<file path="src/rtl/dm_pkg.sv">
// Debug-module shared definitions: DMI register addresses, dmcontrol /
// dmstatus / abstractcs / command field positions, cmderr codes, FSM state
// types and small helpers that assemble read-only register words.
package dm_pkg;

  // DMI register addresses
  localparam logic [6:0] ADDR_DATA0      = 7'h04;
  localparam logic [6:0] ADDR_DMCONTROL  = 7'h10;
  localparam logic [6:0] ADDR_DMSTATUS   = 7'h11;
  localparam logic [6:0] ADDR_ABSTRACTCS = 7'h16;
  localparam logic [6:0] ADDR_COMMAND    = 7'h17;

  // dmcontrol bit positions
  localparam int unsigned DMC_HALTREQ   = 31;
  localparam int unsigned DMC_RESUMEREQ = 30;
  localparam int unsigned DMC_NDMRESET  = 1;
  localparam int unsigned DMC_DMACTIVE  = 0;

  // dmstatus fields
  localparam logic [3:0]  DMS_VERSION         = 4'd2;
  localparam int unsigned DMS_AUTHENTICATED   = 7;
  localparam int unsigned DMS_ANYHALTED       = 8;
  localparam int unsigned DMS_ALLHALTED       = 9;
  localparam int unsigned DMS_ANYRUNNING      = 10;
  localparam int unsigned DMS_ALLRUNNING      = 11;
  localparam int unsigned DMS_ANYRESUMEACK    = 16;
  localparam int unsigned DMS_ALLRESUMEACK    = 17;

  // abstractcs fields
  localparam logic [3:0]  ACS_DATACOUNT       = 4'd1;
  localparam int unsigned ACS_CMDERR_LSB      = 8;
  localparam int unsigned ACS_BUSY            = 12;
  localparam int unsigned ACS_PROGBUFSIZE_LSB = 24;

  // command fields
  localparam int unsigned CMD_TYPE_LSB   = 24;
  localparam int unsigned CMD_AARSIZE_LSB = 20;
  localparam int unsigned CMD_TRANSFER   = 17;
  localparam int unsigned CMD_WRITE      = 16;
  localparam logic [7:0]  CMDTYPE_ACCESS_REG = 8'd0;
  localparam logic [2:0]  AARSIZE_32         = 3'd2;

  typedef enum logic [2:0] {
    CMDERR_NONE       = 3'd0,
    CMDERR_BUSY       = 3'd1,
    CMDERR_NOTSUP     = 3'd2,
    CMDERR_HALTRESUME = 3'd4
  } cmderr_e;

  typedef enum logic [1:0] {
    H_IDLE,
    H_HALTING,
    H_RESUMING
  } hart_state_e;

  typedef enum logic {
    C_IDLE,
    C_EXEC
  } cmd_state_e;

  function automatic logic [31:0] dmstatus_word(input logic halted,
                                                input logic running,
                                                input logic resumeack);
    logic [31:0] w;
    w                    = '0;
    w[3:0]               = DMS_VERSION;
    w[DMS_AUTHENTICATED] = 1'b1;
    w[DMS_ANYHALTED]     = halted;
    w[DMS_ALLHALTED]     = halted;
    w[DMS_ANYRUNNING]    = running;
    w[DMS_ALLRUNNING]    = running;
    w[DMS_ANYRESUMEACK]  = resumeack;
    w[DMS_ALLRESUMEACK]  = resumeack;
    return w;
  endfunction

  function automatic logic [31:0] abstractcs_word(input logic [2:0] cmderr,
                                                  input logic       busy);
    logic [31:0] w;
    w                             = '0;
    w[3:0]                        = ACS_DATACOUNT;
    w[ACS_CMDERR_LSB +: 3]        = cmderr;
    w[ACS_BUSY]                   = busy;
    w[ACS_PROGBUFSIZE_LSB +: 5]   = 5'd0;
    return w;
  endfunction

endpackage

</file>
<file path="src/rtl/dm_hart_ctrl.sv">
// Minimal RISC-V style debug module for a single hart.
// Ports:
//   clk_i, reset_i            clock, asynchronous active-high reset
//   dmi_req_*                 one-cycle DMI request (addr, wr, wdata)
//   dmi_resp_valid_o/rdata_o  response one cycle after each request
//   dbg_haltreq_o/resumereq_o halt / resume requests to the core
//   ndmreset_o                system reset request (dmcontrol.ndmreset)
//   core_*_i                  halted / running / resumeack from the core
//   dbg_ar_*                  one-cycle abstract register access port
module dm_hart_ctrl
  import dm_pkg::*;
(
  input  logic        clk_i,
  input  logic        reset_i,
  input  logic        dmi_req_valid_i,
  input  logic [6:0]  dmi_addr_i,
  input  logic        dmi_wr_i,
  input  logic [31:0] dmi_wdata_i,
  output logic        dmi_resp_valid_o,
  output logic [31:0] dmi_rdata_o,
  output logic        dbg_haltreq_o,
  output logic        dbg_resumereq_o,
  output logic        ndmreset_o,
  input  logic        core_halted_i,
  input  logic        core_running_i,
  input  logic        core_resumeack_i,
  output logic        dbg_ar_en_o,
  output logic        dbg_ar_wr_o,
  output logic [15:0] dbg_ar_ad_o,
  output logic [31:0] dbg_ar_do_o,
  input  logic [31:0] dbg_ar_di_i
);

  hart_state_e hart_q, hart_d;
  cmd_state_e  cmd_q,  cmd_d;

  logic        resp_valid_q;
  logic [31:0] rdata_q, rdata_d;
  logic        haltreq_q, haltreq_d;
  logic        resumereq_q, resumereq_d;
  logic        ndmreset_q, ndmreset_d;
  logic        dmactive_q, dmactive_d;
  logic        sticky_q, sticky_d;
  logic [31:0] data0_q, data0_d;
  logic [2:0]  cmderr_q, cmderr_d;
  logic        ar_wr_q, ar_wr_d;
  logic [15:0] ar_regno_q, ar_regno_d;

  logic wr_req, wr_dmcontrol, wr_data0, wr_abstractcs, wr_command;
  logic busy, active;
  logic unused_wdata;

  assign wr_req        = dmi_req_valid_i & dmi_wr_i;
  assign wr_dmcontrol  = wr_req & (dmi_addr_i == ADDR_DMCONTROL);
  assign wr_data0      = wr_req & (dmi_addr_i == ADDR_DATA0);
  assign wr_abstractcs = wr_req & (dmi_addr_i == ADDR_ABSTRACTCS);
  assign wr_command    = wr_req & (dmi_addr_i == ADDR_COMMAND);
  assign busy          = (cmd_q == C_EXEC);

  // The dmcontrol write that sets dmactive must itself take effect, so the
  // gate looks at the incoming value rather than the stored one.
  assign active = wr_dmcontrol ? dmi_wdata_i[DMC_DMACTIVE] : dmactive_q;

  // Reserved command bits carry no function.
  assign unused_wdata = ^{dmi_wdata_i[23], dmi_wdata_i[19:18]};

  always_comb begin
    hart_d      = hart_q;
    cmd_d       = C_IDLE;  // C_EXEC always lasts exactly one cycle
    haltreq_d   = haltreq_q;
    resumereq_d = resumereq_q;
    ndmreset_d  = ndmreset_q;
    dmactive_d  = dmactive_q;
    sticky_d    = sticky_q;
    data0_d     = data0_q;
    cmderr_d    = cmderr_q;
    ar_wr_d     = ar_wr_q;
    ar_regno_d  = ar_regno_q;

    if (busy && !ar_wr_q) begin
      data0_d = dbg_ar_di_i;
    end

    if (wr_dmcontrol) begin
      haltreq_d   = dmi_wdata_i[DMC_HALTREQ];
      resumereq_d = dmi_wdata_i[DMC_RESUMEREQ];
      ndmreset_d  = dmi_wdata_i[DMC_NDMRESET];
      dmactive_d  = dmi_wdata_i[DMC_DMACTIVE];
    end

    unique case (hart_q)
      H_IDLE: begin
        if (wr_dmcontrol) begin
          if (dmi_wdata_i[DMC_HALTREQ] && !core_halted_i) begin
            hart_d = H_HALTING;
          end else if (!dmi_wdata_i[DMC_HALTREQ] && dmi_wdata_i[DMC_RESUMEREQ] &&
                       core_halted_i) begin
            hart_d   = H_RESUMING;
            sticky_d = 1'b0;
          end
        end
      end
      H_HALTING: begin
        if (core_halted_i || (wr_dmcontrol && !dmi_wdata_i[DMC_HALTREQ])) begin
          hart_d = H_IDLE;
        end
      end
      H_RESUMING: begin
        if (core_resumeack_i) begin
          sticky_d = 1'b1;
          hart_d   = H_IDLE;
        end
      end
      default: hart_d = H_IDLE;
    endcase

    if (busy) begin
      if ((wr_data0 || wr_abstractcs || wr_command) && (cmderr_q == CMDERR_NONE)) begin
        cmderr_d = CMDERR_BUSY;
      end
    end else begin
      if (wr_data0) begin
        data0_d = dmi_wdata_i;
      end
      if (wr_abstractcs) begin
        cmderr_d = cmderr_q & ~dmi_wdata_i[ACS_CMDERR_LSB +: 3];
      end
      if (wr_command && (cmderr_q == CMDERR_NONE)) begin
        if ((dmi_wdata_i[CMD_TYPE_LSB +: 8] != CMDTYPE_ACCESS_REG) ||
            (dmi_wdata_i[CMD_AARSIZE_LSB +: 3] != AARSIZE_32)) begin
          cmderr_d = CMDERR_NOTSUP;
        end else if (!core_halted_i) begin
          cmderr_d = CMDERR_HALTRESUME;
        end else if (dmi_wdata_i[CMD_TRANSFER]) begin
          cmd_d      = C_EXEC;
          ar_wr_d    = dmi_wdata_i[CMD_WRITE];
          ar_regno_d = dmi_wdata_i[15:0];
        end
      end
    end

    // Inactive DM: everything except the response path returns to reset.
    if (!active) begin
      hart_d      = H_IDLE;
      cmd_d       = C_IDLE;
      haltreq_d   = 1'b0;
      resumereq_d = 1'b0;
      ndmreset_d  = 1'b0;
      dmactive_d  = 1'b0;
      sticky_d    = 1'b0;
      data0_d     = '0;
      cmderr_d    = CMDERR_NONE;
      ar_wr_d     = 1'b0;
      ar_regno_d  = '0;
    end
  end

  always_comb begin
    rdata_d = '0;
    if (dmi_req_valid_i && !dmi_wr_i) begin
      case (dmi_addr_i)
        ADDR_DATA0:      rdata_d = data0_q;
        ADDR_DMCONTROL: begin
          rdata_d[DMC_HALTREQ]   = haltreq_q;
          rdata_d[DMC_RESUMEREQ] = resumereq_q;
          rdata_d[DMC_NDMRESET]  = ndmreset_q;
          rdata_d[DMC_DMACTIVE]  = dmactive_q;
        end
        ADDR_DMSTATUS:   rdata_d = dmstatus_word(core_halted_i, core_running_i, sticky_q);
        ADDR_ABSTRACTCS: rdata_d = abstractcs_word(cmderr_q, busy);
        default:         rdata_d = '0;
      endcase
    end
  end

  always_ff @(posedge clk_i or posedge reset_i) begin
    if (reset_i) begin
      hart_q       <= H_IDLE;
      cmd_q        <= C_IDLE;
      resp_valid_q <= 1'b0;
      rdata_q      <= '0;
      haltreq_q    <= 1'b0;
      resumereq_q  <= 1'b0;
      ndmreset_q   <= 1'b0;
      dmactive_q   <= 1'b0;
      sticky_q     <= 1'b0;
      data0_q      <= '0;
      cmderr_q     <= CMDERR_NONE;
      ar_wr_q      <= 1'b0;
      ar_regno_q   <= '0;
    end else begin
      hart_q       <= hart_d;
      cmd_q        <= cmd_d;
      resp_valid_q <= dmi_req_valid_i;
      rdata_q      <= rdata_d;
      haltreq_q    <= haltreq_d;
      resumereq_q  <= resumereq_d;
      ndmreset_q   <= ndmreset_d;
      dmactive_q   <= dmactive_d;
      sticky_q     <= sticky_d;
      data0_q      <= data0_d;
      cmderr_q     <= cmderr_d;
      ar_wr_q      <= ar_wr_d;
      ar_regno_q   <= ar_regno_d;
    end
  end

  assign dmi_resp_valid_o = resp_valid_q;
  assign dmi_rdata_o      = rdata_q;
  assign dbg_haltreq_o    = (hart_q == H_HALTING);
  assign dbg_resumereq_o  = (hart_q == H_RESUMING);
  assign ndmreset_o       = ndmreset_q;
  assign dbg_ar_en_o      = busy;
  assign dbg_ar_wr_o      = busy & ar_wr_q;
  assign dbg_ar_ad_o      = busy ? ar_regno_q : '0;
  assign dbg_ar_do_o      = busy ? data0_q : '0;

endmodule

</file>
<file path="config.mk">
export PLATFORM = sky130hd
export DESIGN_NAME = dm_hart_ctrl
export DESIGN_NICKNAME = d
export VERILOG_FILES = /design/src/rtl/dm_pkg.sv /design/src/rtl/dm_hart_ctrl.sv
export SDC_FILE = /design/constraint.sdc
export NUM_CORES = 1
export LEC_CHECK = 0
export CAP_MARGIN = 20
export CORE_MARGIN = 2
export CORE_UTILIZATION = 41
export CTS_CLUSTER_DIAMETER = 30
export CTS_CLUSTER_SIZE = 40
export DETAILED_ROUTE_END_ITERATION = 10
export GPL_ROUTABILITY_DRIVEN = 0
export GPL_TIMING_DRIVEN = 0
export PLACE_DENSITY_LB_ADDON = 0.1
export RECOVER_POWER = 100
export REMOVE_ABC_BUFFERS = 1
export SYNTH_ARGS = -nofsm -noshare
export SYNTH_HDL_FRONTEND = slang
export SYNTH_SLANG_ARGS = --single-unit
</file>
<file path="constraint.sdc">
create_clock -name clk_i -period 3.6 [get_ports clk_i]
set_clock_uncertainty 0.05 [all_clocks]
set_input_delay 1.08 -clock clk_i [delete_from_list [all_inputs] [get_ports clk_i]]
set_output_delay 1.08 -clock clk_i [all_outputs]
set_load 0.005 [all_outputs]
</file>
==> results_dict.tcl <==
set metrics [dict create \
    max_slew_margin_pct 16.6 \
    dpl.hpwl_mm 9.33 \
    placed_cell_area_sq_um 6370 \
    critical-path-slowest-cell "nor3_1" \
    critical_path.endpoint_type "register" \
    post_cts_resize_count 0 \
    synth.distinct_cells 44 \
    cts-root-to-sink-buffers 2 \
    drt-vias-per-instance 5.49 \
    final-instance-count-excl-fill 746 \
    ff2ff_path_depth 5 \
    path_cells "dlygate4sd3_1 -> or4b_1 -> nor3_1 -> a22oi_1 -> a21oi_1" \
    timing.hold.worst.class "reg2reg" \
    synth-main-ff-cell "dfrtp_1" \
    timing.critical_path.slowest_cell_delay_ns 0.88 \
    layout_setup_ws_ns 0.179 \
    cp.arrival_ns 3.65 \
    cts-htree-levels 3 \
    period_needed_ns 3.42 \
    seq_area_frac_synth_pct 51.2 \
    clock_sink_count 93 \
    layout_worst_path_cycle_share_pct 95.0 \
    grt_pass1_wl_mm 21.5 \
    dp_slack_ns -0.386 \
    worst_setup_hold_path_clk_slew_ns 0.09 \
    async_reset_ff_share_pct 100 \
    detail_route.iter0.violations 262 \
    die_width_um 109 \
    max_slew.worst_pin.slew_ns 1.24 \
    grt_usage_pct 23.3 \
    fill_cell_instance_count_of_the_final_layout 954 \
    cts_buffers 9 \
    setup.worst_path.start_class "input pin" \
    fp.dieArea_sq_um 11900 \
    chipHeight_um 109 \
    start_util_pct 41.9 \
    fmax_mhz 292 \
    cap_viol_max_count 0 \
    tritoncts "built" \
    stdcell_area_sq_um 6540 \
    antenna-diode-count 0 \
    timing.critical_path.fanout_max 8 \
    hold_viol 0 \
    remaining_drc_errors 0 \
    drt.antenna.violating_nets 0 \
    clock_power_share_pct 36.7 \
    dr_total_vias 4092 \
    rsz0062_at_grt "false" \
    ys_seq_elements 93 \
    final_cell_mix "100 x clkdlybuf4s50_1, 92 x dfrtp_1, 63 x dlygate4sd3_1, 40 x nor2_1" \
    worstSkewPairLatency_ns 0.36 \
    outcome "finished clean" \
    setup-tns-final_ns 0 \
    wl_mm 13.8 \
    dr.pass1.iters 4 \
    synth-edff-count 0 \
    powerDensity_nw_per_um2 295 \
    power_switching_share_pct 23.3 \
    grt_start_max_net_pins 66 \
    via_count_of_the_first_global_routing_pass 4099 \
    fp-row-count 38 \
    power.ir.vdd_worst_uv 153 \
    report.final.slew_viol_count 0 \
    placeableCoreArea_sq_um 10800 \
    crit_path_required_time_ns 3.83 \
    cts-hold-fix-buffers 0 \
    internal_power_mw 1.48 \
    antenna_found_initial 0 \
    worstHoldPathCells 2 \
    boundaryPins 164 \
    finalSetupViolCount 0 \
    critPathKind "in2reg" \
    average_cell_area_after_synthesis_sq_um 10.0 \
    place.detailed.instances 728 \
    p_comb_share_pct 9.0 \
    layout.cells.most_common "clkdlybuf4s50_1" \
    ctsRootBufferMaster "clkbuf_8" \
    setup.reg_to_reg.worst_slack_ns 1.03 \
    mappedNetlistArea_sq_um 4550 \
    gr-total-overflow 0 \
    sequentialPowerShare_pct 54.3 \
    share_of_final_layout_standard_cells_stronger_than_drive_strength_1_pct 5.45 \
    leakage_nw 3.05 \
    wl_per_cell_um 18.5 \
    synth_warnings 0 \
    area_growth_syn_to_layout_pct 43.8 \
    finalNetCount 679 \
    total_switching_power_mw 0.449 \
    synthesis.instances 454 \
    io_buffers 163 \
]
## power groups by stage
stage	Sequential (mW)	Combinational (mW)	Clock (mW)
2_1_floorplan	1.07	0.0440	0
3_3_place_gp	1.07	0.165	0
3_5_place_dp	1.07	0.180	0
4_1_cts	1.05	0.181	0.722
5_1_grt	1.05	0.187	0.767
6_report	1.05	0.173	0.707
## kinds of logic after synthesis
family,count (synthesis),share of synthesized area [%]
buffers and inverters,45,4.29
AOI/OAI and AO/OA,103,14.4
DFF,93,51.2
muxes,34,7.49
and+or+nand+nor,179,22.6
## critical path, delay by kind of cell
kind / cells / cell delay, ns
AOI/OAI and AO/OA: 2 / 0.42
buffers and inverters: 1 / 0.65
and+or+nand+nor: 2 / 1.50
## Yosys cell counts, drive strengths merged (4+ instances only)
| cell | n | area [sq um] |
|---|---|---|
| a211oi | 33 | 248 |
| a21oi | 29 | 145 |
| a22oi | 7 | 52.6 |
| and2 | 53 | 332 |
| and3 | 22 | 138 |
| buf | 8 | 56.3 |
| clkbuf | 30 | 113 |
| dfrtp | 93 | 2330 |
| inv | 7 | 26.3 |
| mux2i | 34 | 340 |
| nand2 | 13 | 48.8 |
| nand3 | 6 | 30.0 |
| nand4 | 18 | 113 |
| nor2 | 40 | 150 |
| nor3 | 5 | 30.0 |
| nor4 | 4 | 40.0 |
| o21ai | 24 | 124 |
## path summary, 6_finish.rpt
path | start | to
min | resumereq_q | resumereq_q
min reg2reg | resumereq_q | resumereq_q
min in group asynchronous | reset_i | data0_q[29]
max in group asynchronous | reset_i | dbg_ar_en_o
max reg2reg | dbg_ar_en_o | data0_q[15]
max | dmi_addr_i[4] | dmi_rdata_o[10]
## flip-flops by register name, summed over array words and instances (netlist names)
signal,count
ar_regno_q,16
ar_wr_q,1
cmderr_q,3
data0_q,32
dbg_ar_en_o,1
dmactive_q,1
dmi_rdata_o,32
dmi_resp_valid_o,1
haltreq_q,1
hart_q,2
ndmreset_o,1
resumereq_q,1
sticky_q,1
## per-layer routing
layer  global-route usage, %  part of all wire (%)  routed length [um]  vias to the layer above
met5                       0                     0                   0                        -
met4                    8.23                   1.6                 217                        0
met1                    30.8                    43                5990                     2015
li1                        -                     -                   -                     1921
met3                    3.62                   6.0                 826                       16
met2                    39.2                    49                6760                      140
## stage by stage
step | hold WS (ns) | util (%) | total power, mW
CTS | 0.475 | 60.6 | 1.95
detailed placement | 0.438 | 58.8 | 1.25
finish | 0.476 | 60.3 | 1.93
global placement | 0.427 | 57.0 | 1.23
global route | 0.480 | 60.3 | 2.00
floorplan | 0.400 | - | 1.11
## final cells by class
class	instances	area (sq um)	area share (%)
sequential	93	2330	35.6
clock inverter	3	45.0	0.689
clock buffer	13	149	2.28
tap	140	175	2.68
multi-input combinational	316	2040	31.3
inverter	7	27.5	0.421
timing repair buffer	174	1770	27.0
## timing repair
item	4_1_cts	5_1_grt
setup buffers	0	1
endpoints found under the hold margin	0	0
setup endpoints to repair	0	17
No activity file was read; power rests on OpenSTA's default activity.
